`config.mk`:
```
export PLATFORM = sky130hd
export DESIGN_NAME = menu_controller
export DESIGN_NICKNAME = d
export VERILOG_FILES = /design/src/rtl/menu_controller.sv
export SDC_FILE = /design/constraint.sdc
export NUM_CORES = 1
export LEC_CHECK = 0
export CAP_MARGIN = 20
export CORE_ASPECT_RATIO = 0.75
export CORE_MARGIN = 2
export CORE_UTILIZATION = 42
export CTS_BUF_LIST = sky130_fd_sc_hd__clkbuf_2 sky130_fd_sc_hd__clkbuf_4 sky130_fd_sc_hd__clkbuf_8
export CTS_CLUSTER_DIAMETER = 150
export DETAILED_ROUTE_END_ITERATION = 10
export GPL_ROUTABILITY_DRIVEN = 0
export GPL_TIMING_DRIVEN = 0
export MAX_ROUTING_LAYER = met4
export PLACE_DENSITY = 0.83
export SKIP_CTS_REPAIR_TIMING = 1
export SYNTH_ARGS = -nofsm -noshare
export SYNTH_HDL_FRONTEND = slang
export SYNTH_SLANG_ARGS = --single-unit
```
`constraint.sdc`:
```
create_clock -name CLK -period 1.7 [get_ports CLK]
set_input_delay 0.34 -clock CLK [delete_from_list [all_inputs] [get_ports CLK]]
set_output_delay 0.34 -clock CLK [all_outputs]
set_load 0.02 [all_outputs]
```
`src/rtl/menu_controller.sv`:
```
// Title-menu sequencer: decodes the PLAY/EXIT label windows, merges the two
// label ROM streams with a blinking highlight, and runs the launch/exit FSM.
module menu_controller #(
    parameter int          PLAY_X       = 240,
    parameter int          PLAY_Y       = 200,
    parameter int          EXIT_X       = 240,
    parameter int          EXIT_Y       = 280,
    parameter int          LBL_W        = 160,
    parameter int          LBL_H        = 56,
    parameter int          BLINK_FRAMES = 30,
    parameter logic [3:0]  HILITE       = 4'd15
) (
    input  logic        CLK,
    input  logic        RST,
    input  logic [9:0]  hc,
    input  logic [9:0]  vc,
    input  logic        btn_up,
    input  logic        btn_down,
    input  logic        btn_sel,
    input  logic        game_over,
    input  logic [3:0]  play_pixel,
    input  logic [3:0]  exit_pixel,
    output logic        play_in_pixel,
    output logic        exit_in_pixel,
    output logic [9:0]  lbl_hc,
    output logic [9:0]  lbl_vc,
    output logic [3:0]  pixel,
    output logic        start_game,
    output logic        exit_req,
    output logic        menu_active
);

    typedef enum logic [1:0] {
        MENU   = 2'd0,
        LAUNCH = 2'd1,
        GAME   = 2'd2
    } state_t;

    localparam logic [3:0]  TRANSP  = 4'd8;
    localparam logic [10:0] PX_LO   = 11'(PLAY_X);
    localparam logic [10:0] PX_HI   = 11'(PLAY_X + LBL_W);
    localparam logic [10:0] PY_LO   = 11'(PLAY_Y);
    localparam logic [10:0] PY_HI   = 11'(PLAY_Y + LBL_H);
    localparam logic [10:0] EX_LO   = 11'(EXIT_X);
    localparam logic [10:0] EX_HI   = 11'(EXIT_X + LBL_W);
    localparam logic [10:0] EY_LO   = 11'(EXIT_Y);
    localparam logic [10:0] EY_HI   = 11'(EXIT_Y + LBL_H);
    localparam logic [9:0]  PX_OFF  = 10'(PLAY_X);
    localparam logic [9:0]  PY_OFF  = 10'(PLAY_Y);
    localparam logic [9:0]  EX_OFF  = 10'(EXIT_X);
    localparam logic [9:0]  EY_OFF  = 10'(EXIT_Y);
    localparam int          CW      = (BLINK_FRAMES > 1) ? $clog2(BLINK_FRAMES) : 1;
    localparam logic [CW-1:0] CNT_MAX = CW'(BLINK_FRAMES - 1);
    localparam logic [CW-1:0] CNT_ONE = CW'(1);

    // Half-open interval test widened to 11 bits so edge+size cannot wrap.
    function automatic logic in_range(input logic [10:0] pos,
                                      input logic [10:0] lo,
                                      input logic [10:0] hi);
        return (pos >= lo) && (pos < hi);
    endfunction

    state_t         state_r;
    state_t         state_nxt_s;
    logic           sel_r;
    logic           sel_nxt_s;
    logic           up_prev_r;
    logic           down_prev_r;
    logic           sel_prev_r;
    logic           blink_r;
    logic [CW-1:0]  blink_cnt_r;

    logic           up_edge_s;
    logic           down_edge_s;
    logic           sel_edge_s;
    logic           frame_tick_s;
    logic           sel_change_s;
    logic [10:0]    hc_w_s;
    logic [10:0]    vc_w_s;
    logic           in_play_s;
    logic           in_exit_s;
    logic           play_hit_s;
    logic           exit_hit_s;
    logic [9:0]     loc_hc_s;
    logic [9:0]     loc_vc_s;
    logic [3:0]     compose_s;

    assign up_edge_s    = btn_up   & ~up_prev_r;
    assign down_edge_s  = btn_down & ~down_prev_r;
    assign sel_edge_s   = btn_sel  & ~sel_prev_r;
    assign frame_tick_s = (hc == 10'd0) && (vc == 10'd0);
    assign sel_change_s = (sel_nxt_s != sel_r);
    assign hc_w_s       = {1'b0, hc};
    assign vc_w_s       = {1'b0, vc};
    assign in_play_s    = in_range(hc_w_s, PX_LO, PX_HI) && in_range(vc_w_s, PY_LO, PY_HI);
    assign in_exit_s    = in_range(hc_w_s, EX_LO, EX_HI) && in_range(vc_w_s, EY_LO, EY_HI);

    // Button history, FSM state and selection registers.
    always_ff @(posedge CLK) begin
        if (RST) begin
            up_prev_r   <= 1'b0;
            down_prev_r <= 1'b0;
            sel_prev_r  <= 1'b0;
            state_r     <= MENU;
            sel_r       <= 1'b0;
        end else begin
            up_prev_r   <= btn_up;
            down_prev_r <= btn_down;
            sel_prev_r  <= btn_sel;
            state_r     <= state_nxt_s;
            sel_r       <= sel_nxt_s;
        end
    end

    // Next-state and selection logic; select beats a simultaneous up/down.
    always_comb begin
        state_nxt_s = state_r;
        sel_nxt_s   = sel_r;
        case (state_r)
            MENU: begin
                if (sel_edge_s) begin
                    state_nxt_s = LAUNCH;
                end else if (up_edge_s && !down_edge_s) begin
                    sel_nxt_s = 1'b0;
                end else if (down_edge_s && !up_edge_s) begin
                    sel_nxt_s = 1'b1;
                end else begin
                    sel_nxt_s = sel_r;
                end
            end
            LAUNCH: begin
                if (sel_r) begin
                    state_nxt_s = MENU;
                    sel_nxt_s   = 1'b0;
                end else begin
                    state_nxt_s = GAME;
                end
            end
            GAME: begin
                if (game_over) begin
                    state_nxt_s = MENU;
                    sel_nxt_s   = 1'b0;
                end else begin
                    state_nxt_s = GAME;
                end
            end
            default: begin
                state_nxt_s = MENU;
                sel_nxt_s   = 1'b0;
            end
        endcase
    end

    // Control pulses and menu visibility, registered off the current state.
    always_ff @(posedge CLK) begin
        if (RST) begin
            start_game  <= 1'b0;
            exit_req    <= 1'b0;
            menu_active <= 1'b1;
        end else begin
            start_game  <= (state_r == LAUNCH) && !sel_r;
            exit_req    <= (state_r == LAUNCH) &&  sel_r;
            menu_active <= !((state_r == GAME) && !game_over);
        end
    end

    // Blink timer; a selection change restarts it with the highlight on.
    always_ff @(posedge CLK) begin
        if (RST) begin
            blink_r     <= 1'b1;
            blink_cnt_r <= '0;
        end else if (sel_change_s) begin
            blink_r     <= 1'b1;
            blink_cnt_r <= '0;
        end else if (frame_tick_s) begin
            if (blink_cnt_r == CNT_MAX) begin
                blink_cnt_r <= '0;
                blink_r     <= ~blink_r;
            end else begin
                blink_cnt_r <= blink_cnt_r + CNT_ONE;
            end
        end else begin
            blink_cnt_r <= blink_cnt_r;
        end
    end

    // Stage-1 window decode; PLAY wins on overlap, nothing hits outside MENU.
    always_comb begin
        play_hit_s = (state_r == MENU) && in_play_s;
        exit_hit_s = (state_r == MENU) && in_exit_s && !in_play_s;
        loc_hc_s   = 10'd0;
        loc_vc_s   = 10'd0;
        if (play_hit_s) begin
            loc_hc_s = hc - PX_OFF;
            loc_vc_s = vc - PY_OFF;
        end else if (exit_hit_s) begin
            loc_hc_s = hc - EX_OFF;
            loc_vc_s = vc - EY_OFF;
        end else begin
            loc_hc_s = 10'd0;
            loc_vc_s = 10'd0;
        end
    end

    // Stage-1 registers feeding the label ROMs.
    always_ff @(posedge CLK) begin
        if (RST) begin
            play_in_pixel <= 1'b0;
            exit_in_pixel <= 1'b0;
            lbl_hc        <= 10'd0;
            lbl_vc        <= 10'd0;
        end else begin
            play_in_pixel <= play_hit_s;
            exit_in_pixel <= exit_hit_s;
            lbl_hc        <= loc_hc_s;
            lbl_vc        <= loc_vc_s;
        end
    end

    // Stage-2 merge of ROM outputs with highlight substitution.
    always_comb begin
        compose_s = TRANSP;
        if (play_in_pixel) begin
            if (!sel_r && blink_r && (play_pixel != TRANSP)) begin
                compose_s = HILITE;
            end else begin
                compose_s = play_pixel;
            end
        end else if (exit_in_pixel) begin
            if (sel_r && blink_r && (exit_pixel != TRANSP)) begin
                compose_s = HILITE;
            end else begin
                compose_s = exit_pixel;
            end
        end else begin
            compose_s = TRANSP;
        end
    end

    // Stage-2 output register.
    always_ff @(posedge CLK) begin
        if (RST) begin
            pixel <= TRANSP;
        end else begin
            pixel <= compose_s;
        end
    end

endmodule

```
==> impl_metrics.py, run 1 <==
metrics = {
    "outcome": {
        "outcome": "completed",
    },
    "global_routing": {
        "grt_max_degree": 13,
        "first_global_vias": 1469,
        "grt_pass1_wl_um": 6600,
        "grt_overflow": 0,
        "antenna_found_initial": 0,
        "grtUsageTotal": 0.179,
    },
    "drt": {
        "routed_via_density": 5.36,
        "route.detailed.drc": 0,
        "vias": 1786,
        "drtPass1Iterations": 4,
        "routedWlPerCell_um": 14.1,
        "routed_wl_um": 4680,
        "postRouteAntennaNets": 0,
        "drt_iter0_drc": 132,
    },
    "worst_setup_path": {
        "cpLargestDelayFamily": "compound AO/OA/AOI/OAI gates",
        "cp.depth": 6,
        "r2r_slack_ns": 0.03,
        "cp-endpoint": "lbl_hc[2]",
        "r2r_start": "state_r[0]",
        "crit_arrival_ns": 1.89,
        "path_cells": "dlymetal6s2s_1, a2111o_1, a31oi_4, nor2_1, o211a_1, and2_2",
        "critPathRequiredTime_ns": 1.90,
        "crit_buf_inv": 1,
        "crit_type": "primary input to flop",
        "worstSetupEndpointType": "flop",
        "crit_path_max_fanout": 8,
        "crit_path_start_kind": "primary input",
        "cp-startpoint": "vc[3]",
        "critPathMaxStageDelay_ns": 0.51,
        "crit_slowest_cell": "a2111o_1",
        "reg2reg_depth": 4,
        "r2r_end": "lbl_hc[3]",
    },
    "die": {
        "dieArea_mm2": 0.00496,
        "die_h_um": 61.5,
        "die_w_um": 80.6,
        "num_rows": 20,
        "core_mm2": 0.00413,
        "floorplan.initialDensity": 0.448,
        "ios": 63,
    },
    "yosys": {
        "syn-num-nets": 246,
        "synth_cell_types": 45,
        "yosys_warnings": 0,
        "synth.area.top_cells": "dfxtp_1, ha_1, nor2_1",
        "synth_top_area_share": 0.444,
        "synthesis.area_mm2": 0.00185,
        "syn_inst": 204,
        "synth_seq_cells": 41,
        "synth-edff-count": 0,
        "ys_async_sr_fraction": 0,
        "ys.flop_type": "dfxtp_1",
        "syn-mean-instance-area_um2": 9.07,
        "yosysSeqAreaShare": 0.444,
        "synth_area_leader_cell": "dfxtp_1",
    },
    "clock_tree": {
        "clock_latency_ns": 0.30,
        "cts_tree": "built",
        "cts-root-buf": "clkbuf_8",
        "clk_pin_slew_ns": 0.08,
        "cts_buffer_depth": 2,
        "htree_levels": 2,
        "numCtsBuffers": 5,
        "clock_sinks": 41,
    },
    "placement": {
        "io_buffers": 60,
        "dp_hpwl_um": 3220,
        "dp_cells": 319,
        "dpl_worst_slack_ns": -0.870,
        "post_dp_cell_area_mm2": 0.00253,
    },
    "hold_path": {
        "min_path_type": "primary input to flop",
    },
    "sta": {
        "skew_ns": 0.00812,
        "final.min_clock_period_ns": 1.69,
        "hold_viol_final": 0,
        "max_freq_ghz": 0.591,
        "fin_ws_ns": 0.00716,
        "min_period_over_period": 0.996,
        "hold_ws_ns": 0.271,
        "drv_slew": 0,
        "finalSetupViolations": 0,
    },
    "pwr": {
        "seq_power_share": 0.478,
        "p_leak_nw": 1.24,
        "internal-power_mw": 1.59,
        "p_sw_frac": 0.225,
        "max-vdd-ir-drop_mv": 0.459,
        "p_per_area_mw_per_mm2": 733,
        "pwr-share-comb": 0.121,
        "clockPowerShare": 0.401,
        "power.switching_mw": 0.461,
    },
    "layout": {
        "syn2layout_area_growth_pct": 51.2,
        "finalNetCount": 319,
        "final_cell_count_no_fill": 333,
        "final_layout_size_suffix_gt1_frac": 0.137,
        "final_cell_mix": "dfxtp_1, clkdlybuf4s50_1, nor2_1",
        "antenna_cells": 0,
        "stdcell_area_mm2": 0.00280,
    },
    "run": {
        "maxCapViolCount": 0,
    },
}
==> worst reg2reg max path, stage by stage (launching register included) <==
cell	delay, ns
dfxtp_1	0.37
or3_4	0.44
a21oi_1	0.29
o211a_1	0.35
and2_1	0.18
==> sequential cells by signal, indices dropped and copies added (netlist names) <==
signal	count
start_game	1
sel_prev_r	1
blink_cnt_r	5
exit_in_pixel	1
blink_r	1
menu_active	1
up_prev_r	1
pixel	4
exit_req	1
sel_r	1
lbl_hc	10
down_prev_r	1
play_in_pixel	1
state_r	2
lbl_vc	10
==> kinds of logic after synthesis <==
family | count (synthesis) | synth area share
mux | 3 | 0.0162
other cells | 1 | 0.00203
xor+xnor | 5 | 0.0237
buf+inv | 19 | 0.0426
compound gates | 43 | 0.170
fa+ha+maj | 8 | 0.0541
simple gates | 84 | 0.247
flops | 41 | 0.444
==> power by group through the flow <==
stage | logic (mW) | registers (mW) | clock network (mW)
finish | 0.248 | 0.980 | 0.822
floorplan | 0.0993 | 1.01 | 0
global placement | 0.224 | 1.00 | 0
global route | 0.267 | 0.981 | 0.873
detailed placement | 0.228 | 1.00 | 0
CTS | 0.230 | 0.979 | 0.835
==> worst min path at each step <==
stage / from / endpoint / slack [ns] / cells past startpoint
2_1_floorplan: hc[4] / lbl_hc[4] / 0.41 / 1
3_3_place_gp: blink_cnt_r[4] / blink_cnt_r[4] / 0.48 / 2
3_5_place_dp: blink_cnt_r[4] / blink_cnt_r[4] / 0.50 / 2
4_1_cts: vc[5] / lbl_vc[5] / 0.40 / 4
5_1_grt: hc[4] / lbl_hc[4] / 0.28 / 2
6_report: hc[4] / lbl_hc[4] / 0.27 / 2
==> metal layers <==
| metal | up-vias | global-route usage | wire length, µm |
|---|---|---|---|
| li1 | 873 | - | - |
| met1 | 843 | 0.233 | 2140 |
| met2 | 62 | 0.274 | 2150 |
| met3 | 8 | 0.0484 | 317 |
| met4 | 0 | 0.0581 | 70 |
| met5 | - | - | 0 |
==> area by class of cell <==
type | instances | area (µm²)
buffer | 5 | 26.3
clock buffer | 7 | 90.1
clock inverter | 1 | 30.0
fill | 317 | 1330
inverter | 14 | 52.6
multi-input combinational | 144 | 1030
sequential | 41 | 822
tap | 55 | 68.8
timing repair buffer | 66 | 681
==> metrics by stage <==
| step | util | power, mW | TNS, ns |
|---|---|---|---|
| 6_report | 0.678 | 2.05 | 0 |
| 5_1_grt | 0.678 | 2.12 | -0.195 |
| 4_1_cts | 0.641 | 2.04 | -11.62 |
| 3_5_place_dp | 0.612 | 1.23 | -20.15 |
| 3_3_place_gp | 0.612 | 1.23 | -19.22 |
| 2_1_floorplan | - | 1.11 | -0.0362 |
==> synth_stat cells (7+ instances only) <==
library cell	count
inv_1	14
a21oi_1	12
ha_1	8
dfxtp_1	41
nor2_1	23
and2_1	9
nand2_1	13
o21ai_0	7
nor2b_1	7
(Power assumes the default switching activity.)
==> inputs of run 2 (changes only) <==
ABC_CLOCK_PERIOD_IN_PS = 1700   (was not set)
==> results of run 2 <==
Final layout, timing and power as in run 1 (identical DEF).
==> inputs of run 3 (changes only) <==
TNS_END_PERCENT = 5   (was not set)
==> results of run 3 <==
Final layout, timing and power as in run 1 (identical DEF).
